`src/rtl/alu_seq_pkg.sv`:
```
// Shared constants and types for the ALU operand sequencer: FSM states,
// operand slot indices and the per-mode slot walk.
package alu_seq_pkg;

    typedef enum logic [1:0] {
        ST_IDLE = 2'd0,
        ST_LOAD = 2'd1,
        ST_WAIT = 2'd2,
        ST_OUT  = 2'd3
    } seq_state_e;

    localparam int NUM_OPS = 5;

    // Operand slots, in the order the ALU registers are laid out on reg_en.
    localparam logic [2:0] SLOT_A = 3'd0;
    localparam logic [2:0] SLOT_B = 3'd1;
    localparam logic [2:0] SLOT_C = 3'd2;
    localparam logic [2:0] SLOT_D = 3'd3;
    localparam logic [2:0] SLOT_E = 3'd4;

    // In add mode the A word also strobes B and D; the ALU clears those
    // registers when f_add is set, so both products collapse to zero.
    localparam logic [NUM_OPS-1:0] ADD_A_MASK = 5'b01011;

    // Both modes end on E; add mode skips B and D by stepping two slots.
    localparam logic [2:0] LAST_SLOT_MUL = SLOT_E;
    localparam logic [2:0] LAST_SLOT_ADD = SLOT_E;
    localparam logic [2:0] SLOT_STEP_MUL = 3'd1;
    localparam logic [2:0] SLOT_STEP_ADD = 3'd2;

    // Register-enable pattern for the word being loaded into a given slot.
    function automatic logic [NUM_OPS-1:0] slot_enable(input logic [2:0] slot,
                                                       input logic       add_mode);
        if (add_mode && (slot == SLOT_A)) begin
            return ADD_A_MASK;
        end
        return NUM_OPS'(1) << slot;
    endfunction

endpackage

```
`src/rtl/alu_operand_sequencer.sv`:
```
// Feeds a job's operand words into the fixed-point ALU's five operand
// registers, waits the ALU's result latency, then offers the captured
// result downstream. One job in flight at a time.
//
// Handshakes: every channel is valid/ready. A transfer happens on a rising
// edge where valid and ready are both high. Ready never depends on the same
// channel's valid; cmd_ready depends on res_ready only in OUT, so a new job
// can start in the same cycle the previous result is consumed.
module alu_operand_sequencer
    import alu_seq_pkg::*;
#(
    parameter int BUS_WIDTH = 8,
    parameter int RES_LAT   = 1
) (
    input  logic                                 clk,
    input  logic                                 rst_n,
    input  logic                                 cmd_valid,
    input  logic                                 cmd_add,
    output logic                                 cmd_ready,
    input  logic                                 in_valid,
    input  logic [BUS_WIDTH-1:0]                 in_data,
    output logic                                 in_ready,
    output logic [NUM_OPS-1:0][BUS_WIDTH-1:0]    ops,
    output logic [NUM_OPS-1:0]                   reg_en,
    output logic                                 f_add,
    input  logic [BUS_WIDTH-1:0]                 alu_result,
    output logic                                 res_valid,
    output logic [BUS_WIDTH-1:0]                 res_data,
    input  logic                                 res_ready
);

    localparam int CW = (RES_LAT < 2) ? 1 : $clog2(RES_LAT + 1);

    seq_state_e                              state_q, state_d;
    logic [2:0]                              slot_q, slot_d;
    logic [CW-1:0]                           cnt_q, cnt_d;
    logic                                    f_add_q, f_add_d;
    logic [NUM_OPS-1:0][BUS_WIDTH-1:0]       ops_q, ops_d;
    logic [NUM_OPS-1:0]                      reg_en_q, reg_en_d;
    logic                                    res_valid_q, res_valid_d;
    logic [BUS_WIDTH-1:0]                    res_data_q, res_data_d;

    logic       cmd_fire;
    logic [2:0] last_slot;
    logic [2:0] slot_step;

    assign cmd_ready = (state_q == ST_IDLE) || ((state_q == ST_OUT) && res_ready);
    assign in_ready  = (state_q == ST_LOAD);
    assign cmd_fire  = cmd_valid && cmd_ready;
    assign last_slot = f_add_q ? LAST_SLOT_ADD : LAST_SLOT_MUL;
    assign slot_step = f_add_q ? SLOT_STEP_ADD : SLOT_STEP_MUL;

    assign ops       = ops_q;
    assign reg_en    = reg_en_q;
    assign f_add     = f_add_q;
    assign res_valid = res_valid_q;
    assign res_data  = res_data_q;

    // Next-state: job acceptance, operand slot walk, latency count, result hold.
    always_comb begin
        state_d     = state_q;
        slot_d      = slot_q;
        cnt_d       = cnt_q;
        f_add_d     = f_add_q;
        ops_d       = ops_q;
        reg_en_d    = '0;
        res_valid_d = res_valid_q;
        res_data_d  = res_data_q;

        case (state_q)
            ST_IDLE: begin
                if (cmd_fire) begin
                    f_add_d = cmd_add;
                    slot_d  = SLOT_A;
                    state_d = ST_LOAD;
                end
            end
            ST_LOAD: begin
                if (in_valid) begin
                    ops_d    = {NUM_OPS{in_data}};
                    reg_en_d = slot_enable(slot_q, f_add_q);
                    if (slot_q == last_slot) begin
                        cnt_d   = CW'(RES_LAT);
                        state_d = ST_WAIT;
                    end else begin
                        slot_d = slot_q + slot_step;
                    end
                end
            end
            ST_WAIT: begin
                // Count reaches zero in the cycle the ALU output is settled.
                if (cnt_q == '0) begin
                    res_data_d  = alu_result;
                    res_valid_d = 1'b1;
                    state_d     = ST_OUT;
                end else begin
                    cnt_d = cnt_q - CW'(1);
                end
            end
            ST_OUT: begin
                if (res_ready) begin
                    res_valid_d = 1'b0;
                    if (cmd_fire) begin
                        f_add_d = cmd_add;
                        slot_d  = SLOT_A;
                        state_d = ST_LOAD;
                    end else begin
                        state_d = ST_IDLE;
                    end
                end
            end
            default: state_d = ST_IDLE;
        endcase
    end

    // State registers; reset aborts any job in progress.
    always_ff @(posedge clk or negedge rst_n) begin
        if (!rst_n) begin
            state_q     <= ST_IDLE;
            slot_q      <= SLOT_A;
            cnt_q       <= '0;
            f_add_q     <= 1'b0;
            ops_q       <= '0;
            reg_en_q    <= '0;
            res_valid_q <= 1'b0;
            res_data_q  <= '0;
        end else begin
            state_q     <= state_d;
            slot_q      <= slot_d;
            cnt_q       <= cnt_d;
            f_add_q     <= f_add_d;
            ops_q       <= ops_d;
            reg_en_q    <= reg_en_d;
            res_valid_q <= res_valid_d;
            res_data_q  <= res_data_d;
        end
    end

endmodule

```
`config.mk`:
```
export PLATFORM = sky130hd
export DESIGN_NAME = alu_operand_sequencer
export DESIGN_NICKNAME = d
export VERILOG_FILES = /design/src/rtl/alu_seq_pkg.sv /design/src/rtl/alu_operand_sequencer.sv
export SDC_FILE = /design/constraint.sdc
export NUM_CORES = 1
export LEC_CHECK = 0
export ABC_AREA = 0
export ABC_CLOCK_PERIOD_IN_PS = 1900
export BUFFER_PORTS_ARGS = -buffer_cell sky130_fd_sc_hd__buf_2
export CELL_PAD_IN_SITES_DETAIL_PLACEMENT = 0
export CELL_PAD_IN_SITES_GLOBAL_PLACEMENT = 2
export CORE_MARGIN = 2
export CORE_UTILIZATION = 27
export CTS_CLUSTER_SIZE = 25
export DETAILED_ROUTE_END_ITERATION = 10
export PLACE_DENSITY = 0.8
export SLEW_MARGIN = 20
export SYNTH_ARGS = -nofsm -noshare
export SYNTH_HDL_FRONTEND = slang
export SYNTH_SLANG_ARGS = --single-unit
```
`constraint.sdc`:
```
create_clock -name clk -period 1.9 [get_ports clk]
set_input_delay 0.285 -clock clk [delete_from_list [all_inputs] [get_ports clk]]
set_output_delay 0.285 -clock clk [all_outputs]
set_load 0.02 [all_outputs]
```
After elaboration in Yosys (flattened, before gate mapping) --
Index checks and enable logic that the tools add are counted.
Operators by class: $add $sub $neg 2, $mul 0, div/mod/pow operators 0, order comparisons 0, equal/unequal tests 10, shift operators 1, multiplexer cells 30, bitwise logic cells 1, reductions and logical operators 17
Operators with widths (count):
- $mux W5 | 4
- $mux W2 | 6
- $mux W3 | 4
- $mux W1 | 11
- $ne A2 B2 Y1 const B | 5
- $pmux W3 S3 | 1
- $pmux W2 S4 | 1
- $pmux W1 S2 | 3
- $reduce_and A2 Y1 | 3
- $reduce_and A3 Y1 | 2
- $reduce_bool A2 Y1 | 3
- $reduce_and A5 Y1 | 1
- $shl A1 B3 Y5 const A | 1
- $eq A2 B2 Y1 const B | 2
- $reduce_and A4 Y1 | 1
- $add A3 B2 Y3 | 1
- $eq A3 B3 Y1 const B | 1
- $logic_and A1 B1 Y1 | 3
- $logic_not A3 Y1 | 1
- $reduce_bool A3 Y1 | 1
- $eq A2 B1 Y1 const B | 1
- $logic_not A2 Y1 | 1
- $ne A2 B1 Y1 const B | 1
- $logic_or A1 B1 Y1 | 1
- other kinds (2) | 2
Storage, ports and cells: register bits after elaboration 29, bits in latches 0, bits in writable memories 0, ROM bits 0, input port bits 22, output and inout bits 57, word-level logic and storage cells 69, memories kept 0

Logic depth before layout (Yosys ltp) --
Gate-level depths: netlist (run 1).
depth after elaboration 8, depth in mapped cells 6, gate-level depth less buffers 6

Worst setup path after synthesis (run 1) --
Ideal clock, no wire load.
path type register -> register, from reg state_q[1], to reg slot_q[0], setup time 0.121 ns, arrival 1.603 ns, required time 1.779 ns, slack 0.176 ns, stages on the path, launching flop included 7, buffers on the path 0, clock period less this slack 1.724 ns, cell sequence dfrtp_1 -> inv_1 -> ha_1 -> nor2b_1 -> nor3_1 -> and3_1 -> a22o_2
Between the ends: elaborated cells on any way between the ends 14, those cells by class eq/ne: 5; mux: 3; reduce/logical: 6
RTL lines:
- from (decl) | RTL line alu_operand_sequencer.sv:34 | seq_state_e state_q, state_d;
- from (signal assigned) | RTL line alu_operand_sequencer.sv:128 | state_q <= state_d;
- $eq A2 B1 Y1 *
- named net in_ready | RTL line alu_operand_sequencer.sv:22 | output logic in_ready,
- $ne A2 B2 Y1 (no line) / $reduce_bool A3 Y1 (equally long branches)
- $reduce_and A4 Y1 (no line)
- to (signal assigned) | RTL line alu_operand_sequencer.sv:129 | slot_q <= slot_d;
- to (decl) | RTL line alu_operand_sequencer.sv:35 | logic [2:0] slot_q, slot_d;
The timed path passes the listed nets; every way through them passes the cells marked *. The select of a mux whose other input is x is not followed. A chain may end at the register's enable or synchronous reset.

Worst setup path in the final report (run 1) --
from reg state_q[1], to reg slot_q[0]
Between the ends: word-level cells in the longest chain between the ends 7, elaborated cells on any way between the ends 14, those cells by class eq/ne: 5; mux: 3; reduce/logical: 6
Ends and longest elaborated chain:
- $eq A2 B2 Y1 | RTL line alu_operand_sequencer.sv:47, alu_operand_sequencer.sv:70
- $logic_and A1 B1 Y1 | RTL line alu_operand_sequencer.sv:47 | assign cmd_ready = (state_q == ST_IDLE) || ((state_q == ST_OUT) && res_ready);
- $logic_or A1 B1 Y1 | RTL line alu_operand_sequencer.sv:47
- $logic_and A1 B1 Y1 | RTL line alu_operand_sequencer.sv:49 | assign cmd_fire = cmd_valid && cmd_ready;
- $mux W3 (2 in a row)
- $pmux W3 S3 | RTL line alu_operand_sequencer.sv:70 | case (state_q)
Parallel ways exist; a longest one is shown, timed or not. The select of a mux whose other input is x is not followed.

==> results.toml, run 1 <==
[power_and_ir_drop]
p_int_uw = 2140
p_seq_share_pct = 28.2
clkPwrFrac_pct = 13.9
sw_frac_of_total_pct = 46.3
leakage_uw = 0.00102
power_density_nw_per_um2 = 2050
p_switching_uw = 1850
max-vdd-ir-drop_mv = 0.680
pwr-share-comb_pct = 57.9

[critical_path]
crit_path_start = "state_q[1]$_DFFE_PN0P_"
slowest_stage = "dfrtp_1"
crit_chain = "ha_1 -> and2b_1 -> nor3_1 -> a21bo_2 -> a22o_2"
path_max_fanout = 5
crit_path_end_kind = "flip-flop"
crit-reg2reg-launch = "state_q[1]$_DFFE_PN0P_"
worstPathArrival_ns = 1.91
required_ns = 2.06
cp_top_family = "simple AND/OR/NAND/NOR gates"
slowest_delay_ns = 0.41
path_buf_inv = 0
worst_setup_path_start_kind = "flip-flop"
critPathKind = "reg -> reg"

[synthesis]
ys_warn_count = 0
synthTopCellsByArea = "dfrtp_1 (46%), buf_4 (15%), mux2_2 (12%), ha_1 (4.7%), nand2_1 (2.1%)"
ys.flop_type = "dfrtp_1"
ys_seq_area_share_pct = 45.7
synth_edf_count = 0
avgSynthCellArea_sq_um = 11.7
yosys.area.top_type_share_pct = 45.7
syn_inst = 136
ys_ff_latch = 29
yosysTopAreaCell = "dfrtp_1"
netlist_area_sq_um = 1590
synthArstFlopShare_pct = 100
yosysUniqueCellTypes = 29
syn_nets = 165

[clocking]
cts_resized = 0
hold_buffers = 0
cts_root_buffer = "clkbuf_8"
post_cts_buffers = 0
clock_latency_ns = 0.27
cts_tree = "yes"
htree_levels = 2
numCtsBuffers = 5
clk_pin_slew_worst_paths_ns = 0.06
clock_path_buffers = 2
clkSinkCount = 29

[grt]
grt_max_degree = 30
grt_pass1_vias = 988
grt_usage_pct = 9.51
overflow = 0
antenna_found_initial = 0
grt_pass1_wl_um = 4660

[timing]
min_period_ns = 1.75
hold_viol = 0
slew_violations = 0
worst_slack_ns = 0.150
tns_ns = 0
setup_violations = 0
period_share_pct = 92.1
worstMarginPinSlew_ns = 0.671
rsz0062_at_grt = "false"
relSlewSlack_pct = 55.2
max_freq_ghz = 0.571
skew_ns = 0.00396

[hold_path]
hp-class = "in -> async"

[drt]
drtIter0Drc = 27
vias = 1148
vias_per_cell = 4.35
wl_per_cell_um = 11.6
drt-pass1-iter-count = 2
detail-route-antenna-nets = 0
drc = 0
wirelength_um = 3070

[cells_and_area]
area_delta_synth_final_pct = 22.9
final_cells = 264
nNetsFinal = 220
fin_area_sq_um = 1950
layout-drive-gt1-share_pct = 58.3
fin_util_pct = 35.0
final_cell_mix = "buf_2 (78), dfrtp_1 (29), mux2_2 (17), nand2_1 (9), clkbuf_8 (7)"
antenna-diode-count = 0
final_common_cell = "buf_2"

[floorplan]
fp.dieArea_sq_um = 6510
fp-row-count = 27
ios = 79
initial_utilization_pct = 28.5
die_h_um = 80.7
die_x_um = 80.7
core_area_sq_um = 5570

[outcome]
outcome = "finished clean"

[placement]
place.gp.congestion = 0.758
place_hpwl_um = 2330
placed_area_sq_um = 1850
numPlacedInstances = 256
portBuffers = 78
place_ws_ns = 0.160

[job]
cap_violations = 0
cells in the mapped netlist (3+ instances only):
cell type and n:
mux2_2 17, a21o_1 3, buf_2 3, buf_4 32, nor2_1 4, nor2b_1 3, ha_1 6, nand2_1 9
inv_1 5, o21ai_0 3, dfrtp_1 29
cell type report:
class,count,area [sq um]
Tap cell,72,90.1
Timing Repair Buffer,83,428
Clock buffer,7,96.3
Fill cell,576,3620
Clock inverter,1,5.00
Inverter,5,18.8
Sequential cell,29,726
Multi-Input combinational cell,67,587
stage by stage:
| step | total power, uW | hold slack [ns] |
|---|---|---|
| after global placement | 3470 | 0.373 |
| after CTS | 4060 | 0.0702 |
| final | 3990 | 0.0448 |
| after global routing | 4300 | 0.0928 |
| after floorplan | 3160 | -0.0106 |
| after detailed placement | 3480 | 0.377 |
layer usage:
metal,up-vias,global-route usage (%),wire length [um]
li1,540,-,-
met1,545,11.1,1320
met5,-,0,0
met3,7,4.38,316
met2,56,15.3,1400
met4,0,3.56,32
registers in the layout (all words and copies together), names as in the netlist:
| register | flops |
|---|---|
| res_valid | 1 |
| state_q | 2 |
| reg_en | 5 |
| cnt_q | 1 |
| slot_q | 3 |
| f_add | 1 |
| ops | 8 |
| res_data | 8 |
final timing paths:
path	to	slack, ns	cells after the start
setup / recovery	slot_q[0]$_DFFE_PN0P_	0.15	5
hold / removal	reg_en[3]$_DFF_PN0_	0.04	1
setup reg to reg	slot_q[0]$_DFFE_PN0P_	0.15	5
hold reg to reg	res_data[4]$_DFFE_PN0P_	0.50	1
max in group asynchronous	res_data[0]$_DFFE_PN0P_	1.42	1
min in group clk	ops[35]$_DFFE_PN0P_	0.24	2
power groups by stage:
| stage | Combinational [uW] | Clock (uW) | Sequential (uW) |
|---|---|---|---|
| final | 2310 | 556 | 1120 |
| after floorplan | 1770 | 0 | 1390 |
| after global routing | 2500 | 625 | 1180 |
| after CTS | 2340 | 585 | 1130 |
| after global placement | 2330 | 0 | 1130 |
| after detailed placement | 2340 | 0 | 1140 |
kinds of logic (layout without fill, tap and decap cells):
group | Yosys count | in the layout | synth area share, %
mux | 18 | 18 | 12.7
compound gates | 16 | 16 | 8.68
buf+inv | 40 | 96 | 17.3
flops | 29 | 29 | 45.7
simple gates | 26 | 26 | 9.62
fa+ha+maj | 7 | 7 | 5.99
Power figures use the tool's default switching activity.
==> run 2: changes to the inputs <==
--- a/config.mk
+++ b/config.mk
@@ -8,12 +8,14 @@
 export ABC_AREA = 0
 export ABC_CLOCK_PERIOD_IN_PS = 1900
 export BUFFER_PORTS_ARGS = -buffer_cell sky130_fd_sc_hd__buf_2
+export CAP_MARGIN = 20
 export CELL_PAD_IN_SITES_DETAIL_PLACEMENT = 0
 export CELL_PAD_IN_SITES_GLOBAL_PLACEMENT = 2
 export CORE_MARGIN = 2
 export CORE_UTILIZATION = 27
 export CTS_CLUSTER_SIZE = 25
 export DETAILED_ROUTE_END_ITERATION = 10
+export MAX_ROUTING_LAYER = met4
 export PLACE_DENSITY = 0.8
 export SLEW_MARGIN = 20
 export SYNTH_ARGS = -nofsm -noshare
==> run 2 against run 1 <==
Net effect:
- critical path depth unchanged
- critical endpoint unchanged
- sequential cell count did not move
- sequential share of layout area did not move
==> results.toml, run 2 (same netlist as run 1, synthesis figures left out) <==
[clocking]
clock_latency_ns = 0.27
htree_levels = 2
clk_pin_slew_worst_paths_ns = 0.06
numCtsBuffers = 5
post_cts_buffers = 0
cts_resized = 0
hold_buffers = 0
clock_path_buffers = 2
cts_root_buffer = "clkbuf_8"
cts_tree = "yes"
clkSinkCount = 29

[job]
cap_violations = 0

[drt]
detail-route-antenna-nets = 0
vias_per_cell = 4.35
vias = 1149
drc = 0
drtIter0Drc = 27
drt-pass1-iter-count = 2
wl_per_cell_um = 11.6
wirelength_um = 3070

[power_and_ir_drop]
power_density_nw_per_um2 = 2050
max-vdd-ir-drop_mv = 0.680
power_uw = 3990
leakage_uw = 0.00102

[timing]
tns_ns = 0
rsz0062_at_grt = "false"
min_period_ns = 1.75
period_share_pct = 92.2
skew_ns = 0.00399
hold_viol = 0
slew_violations = 0
relSlewSlack_pct = 55.2
max_freq_ghz = 0.571
worstMarginPinSlew_ns = 0.671
setup_violations = 0

[critical_path]
path_max_fanout = 5
worst_setup_path_start_kind = "flip-flop"
critPathKind = "reg -> reg"
crit_path_end_kind = "flip-flop"
worstPathArrival_ns = 1.92
required_ns = 2.06

[floorplan]
ios = 79
die_h_um = 80.7
core_area_sq_um = 5570
fp.dieArea_sq_um = 6510
initial_utilization_pct = 28.5
fp-row-count = 27
die_x_um = 80.7

[cells_and_area]
layout-drive-gt1-share_pct = 58.3
fillers = 576
nNetsFinal = 220
fin_area_sq_um = 1950
multiInputGateArea_sq_um = 587
register_area_sq_um = 726
area_delta_synth_final_pct = 22.9
antenna-diode-count = 0
final_cell_mix = "buf_2 (78), dfrtp_1 (29), mux2_2 (17), nand2_1 (9), clkbuf_8 (7)"
final_common_cell = "buf_2"

[grt]
antenna_found_initial = 0
grt_pass1_vias = 989
grt_pass1_wl_um = 4660
grt_usage_pct = 9.76
grt_max_degree = 30
overflow = 0

[placement]
placed_area_sq_um = 1850
place.gp.congestion = 0.768
portBuffers = 78
place_hpwl_um = 2330

[outcome]
outcome = "finished clean"

[hold_path]
hp-class = "in -> async"
## run 2: cell counts in the layout (fill, tap and decap cells not counted)
Identical to the previous run, type by type.
## run 2: final cells by class
class / instances / share of cell area, %
flip-flops and latches: 29 / 37.2
repair buffers: 83 / 21.9
clock buffers: 7 / 4.94
clock inverters: 1 / 0.257
multi-input cells: 67 / 30.1
inverters: 5 / 0.962
well taps: 72 / 4.62
## run 2: worst paths after layout
check | start | to | slack, ns | cells after the start
min | rst_n | reg_en[3]$_DFF_PN0_ | 0.04 | 1
min reg2reg | res_data[4]$_DFFE_PN0P_ | res_data[4]$_DFFE_PN0P_ | 0.50 | 1
max | state_q[1]$_DFFE_PN0P_ | slot_q[0]$_DFFE_PN0P_ | 0.15 | 5
min in group clk | in_data[3] | ops[35]$_DFFE_PN0P_ | 0.24 | 2
max reg2reg | state_q[1]$_DFFE_PN0P_ | slot_q[0]$_DFFE_PN0P_ | 0.15 | 5
max in group asynchronous | rst_n | res_data[0]$_DFFE_PN0P_ | 1.42 | 1
## run 2: critical path, cell delays in order (launching register included)
cell	delay [ns]
dfrtp_1	0.41
ha_1	0.25
and2b_1	0.23
nor3_1	0.28
a21bo_2	0.27
a22o_2	0.20
## run 2: through the flow
stage	std cells	hold WS (ns)	setup slack [ns]	util [%]
CTS	264	0.0702	0.154	35.0
global placement	256	0.373	0.191	33.2
global route	264	0.0928	0.0640	35.0
detailed placement	256	0.377	0.160	33.2
finish	264	0.0447	0.148	35.0
floorplan	136	-0.0106	0.176	-
## run 2: metal layers
layer | wire (um) | global-route usage (%) | vias to the layer above | part of all wire [%]
met5 | 0 | - | - | 0
met4 | 34 | 3.56 | 0 | 1.1
met3 | 304 | 4.16 | 7 | 9.9
met2 | 1400 | 15.3 | 56 | 46
met1 | 1330 | 11.2 | 546 | 43
li1 | - | - | 540 | -
## run 2: power breakdown
group | switching [uW] | internal, uW
registers | 233 | 890
clock network | 229 | 327
logic | 1390 | 926
total | 1850 | 2140
==> run 3: changes to the inputs <==
==> constraint.sdc (replaced) <==
create_clock -name clk -period 1.9 [get_ports clk]
set_input_delay 0 -clock clk [delete_from_list [all_inputs] [get_ports clk]]
set_output_delay 0 -clock clk [all_outputs]
set_load 0.02 [all_outputs]
==> run 3 against run 2 <==
Net effect:
- worst setup slack better by 0.0050 ns
- cell area rose by 9.2%
- worst hold slack gained 0.019 ns
- sequential cell count is the same
- sequential share of layout area is 3.1 points lower
- non-clock buffer count rose by 18
- clock skew grew 0.00060 ns
- wire length rose by 5.0%
- register-to-register slack barely moved
- combinational power about the same
- fmax increased by 0.29%
- largest cell class unchanged
- largest power group unchanged
- highest routed layer unchanged
==> results.toml, run 3 (same netlist as run 1, synthesis figures left out) <==
[critical_path]
rrSetupSlack_ns = 0.15
ff2ff_path_depth = 5
worstPathArrival_ns = 1.91
required_ns = 2.06
r2r_end = "slot_q[0]$_DFFE_PN0P_"
crit_path_end_kind = "flip-flop"
crit_path_start = "state_q[1]$_DFFE_PN0P_"
crit_end = "slot_q[0]$_DFFE_PN0P_"
crit-reg2reg-launch = "state_q[1]$_DFFE_PN0P_"
critPathKind = "reg -> reg"
path_max_fanout = 5
worst_setup_path_start_kind = "flip-flop"

[timing]
skew_ns = 0.00458
slew_violations = 0
holdWs_ns = 0.0638
max_freq_ghz = 0.572
period_share_pct = 91.9
worstMarginPinSlew_ns = 0.668
worst_slack_ns = 0.153
hold_viol = 0
relSlewSlack_pct = 55.4
tns_ns = 0
min_period_ns = 1.75
rsz0062_at_grt = "false"
setup_violations = 0

[drt]
vias = 1196
detail-route-antenna-nets = 0
wl_per_cell_um = 11.4
wirelength_um = 3220
drc = 0
drtIter0Drc = 29
vias_per_cell = 4.24
drt-pass1-iter-count = 4

[cells_and_area]
multiInputGateArea_sq_um = 587
nNetsFinal = 238
area_delta_synth_final_pct = 34.3
layout-drive-gt1-share_pct = 53.3
fillers = 554
antenna-diode-count = 0
register_area_sq_um = 726
final_cell_mix = "buf_2 (78), dfrtp_1 (29), dlygate4sd3_1 (18), mux2_2 (17), nand2_1 (9)"
final_common_cell = "buf_2"

[power_and_ir_drop]
sw_frac_of_total_pct = 46.1
clkPwrFrac_pct = 13.8
leakage_uw = 0.00109
p_seq_share_pct = 28.0
power_density_nw_per_um2 = 1890
power_uw = 4020
p_int_uw = 2170
max-vdd-ir-drop_mv = 0.691
p_switching_uw = 1860
pwr-share-comb_pct = 58.2

[clocking]
htree_levels = 2
numCtsBuffers = 5
clkSinkCount = 29
clock_path_buffers = 2
clock_latency_ns = 0.27
cts_tree = "yes"
cts_root_buffer = "clkbuf_8"
clk_pin_slew_worst_paths_ns = 0.06

[grt]
grt_max_degree = 30
antenna_found_initial = 0
grt_pass1_wl_um = 5010
overflow = 0
grt_pass1_vias = 1088
grt_usage_pct = 10.4

[floorplan]
initial_utilization_pct = 28.5
core_area_sq_um = 5570
fp-row-count = 27
die_x_um = 80.7
ios = 79
die_h_um = 80.7
fp.dieArea_sq_um = 6510

[hold_path]
hold_start = "res_ready"
hp-class = "in -> reg"

[outcome]
outcome = "finished clean"

[job]
cap_violations = 0

[placement]
place_hpwl_um = 2330
portBuffers = 78
place.gp.congestion = 0.768
place_ws_ns = 0.160
[run 3: how the worst min path moves through the flow]
stage	slack [ns]	depth (start not counted)	end
2_1_floorplan	-0.30	0	cnt_q$_DFFE_PN0P_
3_3_place_gp	0.09	1	f_add$_DFFE_PN0P_
3_5_place_dp	0.09	1	f_add$_DFFE_PN0P_
4_1_cts	0.06	3	res_valid$_DFFE_PN0P_
5_1_grt	0.06	3	res_valid$_DFFE_PN0P_
6_report	0.06	3	res_valid$_DFFE_PN0P_
[run 3: metrics by stage]
| stage | area [sq um] | utilization [%] | instances |
|---|---|---|---|
| finish | 2130 | 38.2 | 282 |
| global placement | 1850 | 33.2 | 256 |
| global route | 2130 | 38.2 | 282 |
| floorplan | 1590 | - | 136 |
| CTS | 2130 | 38.2 | 282 |
| detailed placement | 1850 | 33.2 | 256 |
[run 3: cell type report]
type | instances | area share, %
clock inverter | 1 | 0.235
multi-input combinational | 67 | 27.5
timing repair buffer | 101 | 28.5
inverter | 5 | 0.881
sequential | 29 | 34.1
tap | 72 | 4.23
clock buffer | 7 | 4.52
[run 3: critical path: stages (launching register included)]
cell and delay (ns):
dfrtp_1 0.41, ha_1 0.25, and2b_1 0.23, nor3_1 0.27
a21bo_2 0.27, a22o_2 0.20
[run 3: repair_timing]
action | CTS | global route
gates resized for setup | 0 | 0
hold buffers | 18 | 0
hold endpoints to repair | 46 | 0
setup buffers | 0 | 0
[run 3: routing by layer]
metal / vias up / wire length [um] / track usage, %
met5: - / 0 / -
met4: 0 / 9 / 3.56
met3: 2 / 260 / 3.82
met2: 56 / 1530 / 17.4
met1: 564 / 1420 / 11.3
li1: 574 / - / -
[run 3: power by group through the flow]
stage               Combinational (uW)  Sequential, uW  Clock [uW]
floorplan                         1770            1390           0
global placement                  2330            1130           0
detailed placement                2340            1140           0
CTS                               2370            1130         585
global route                      2530            1180         624
finish                            2340            1130         554
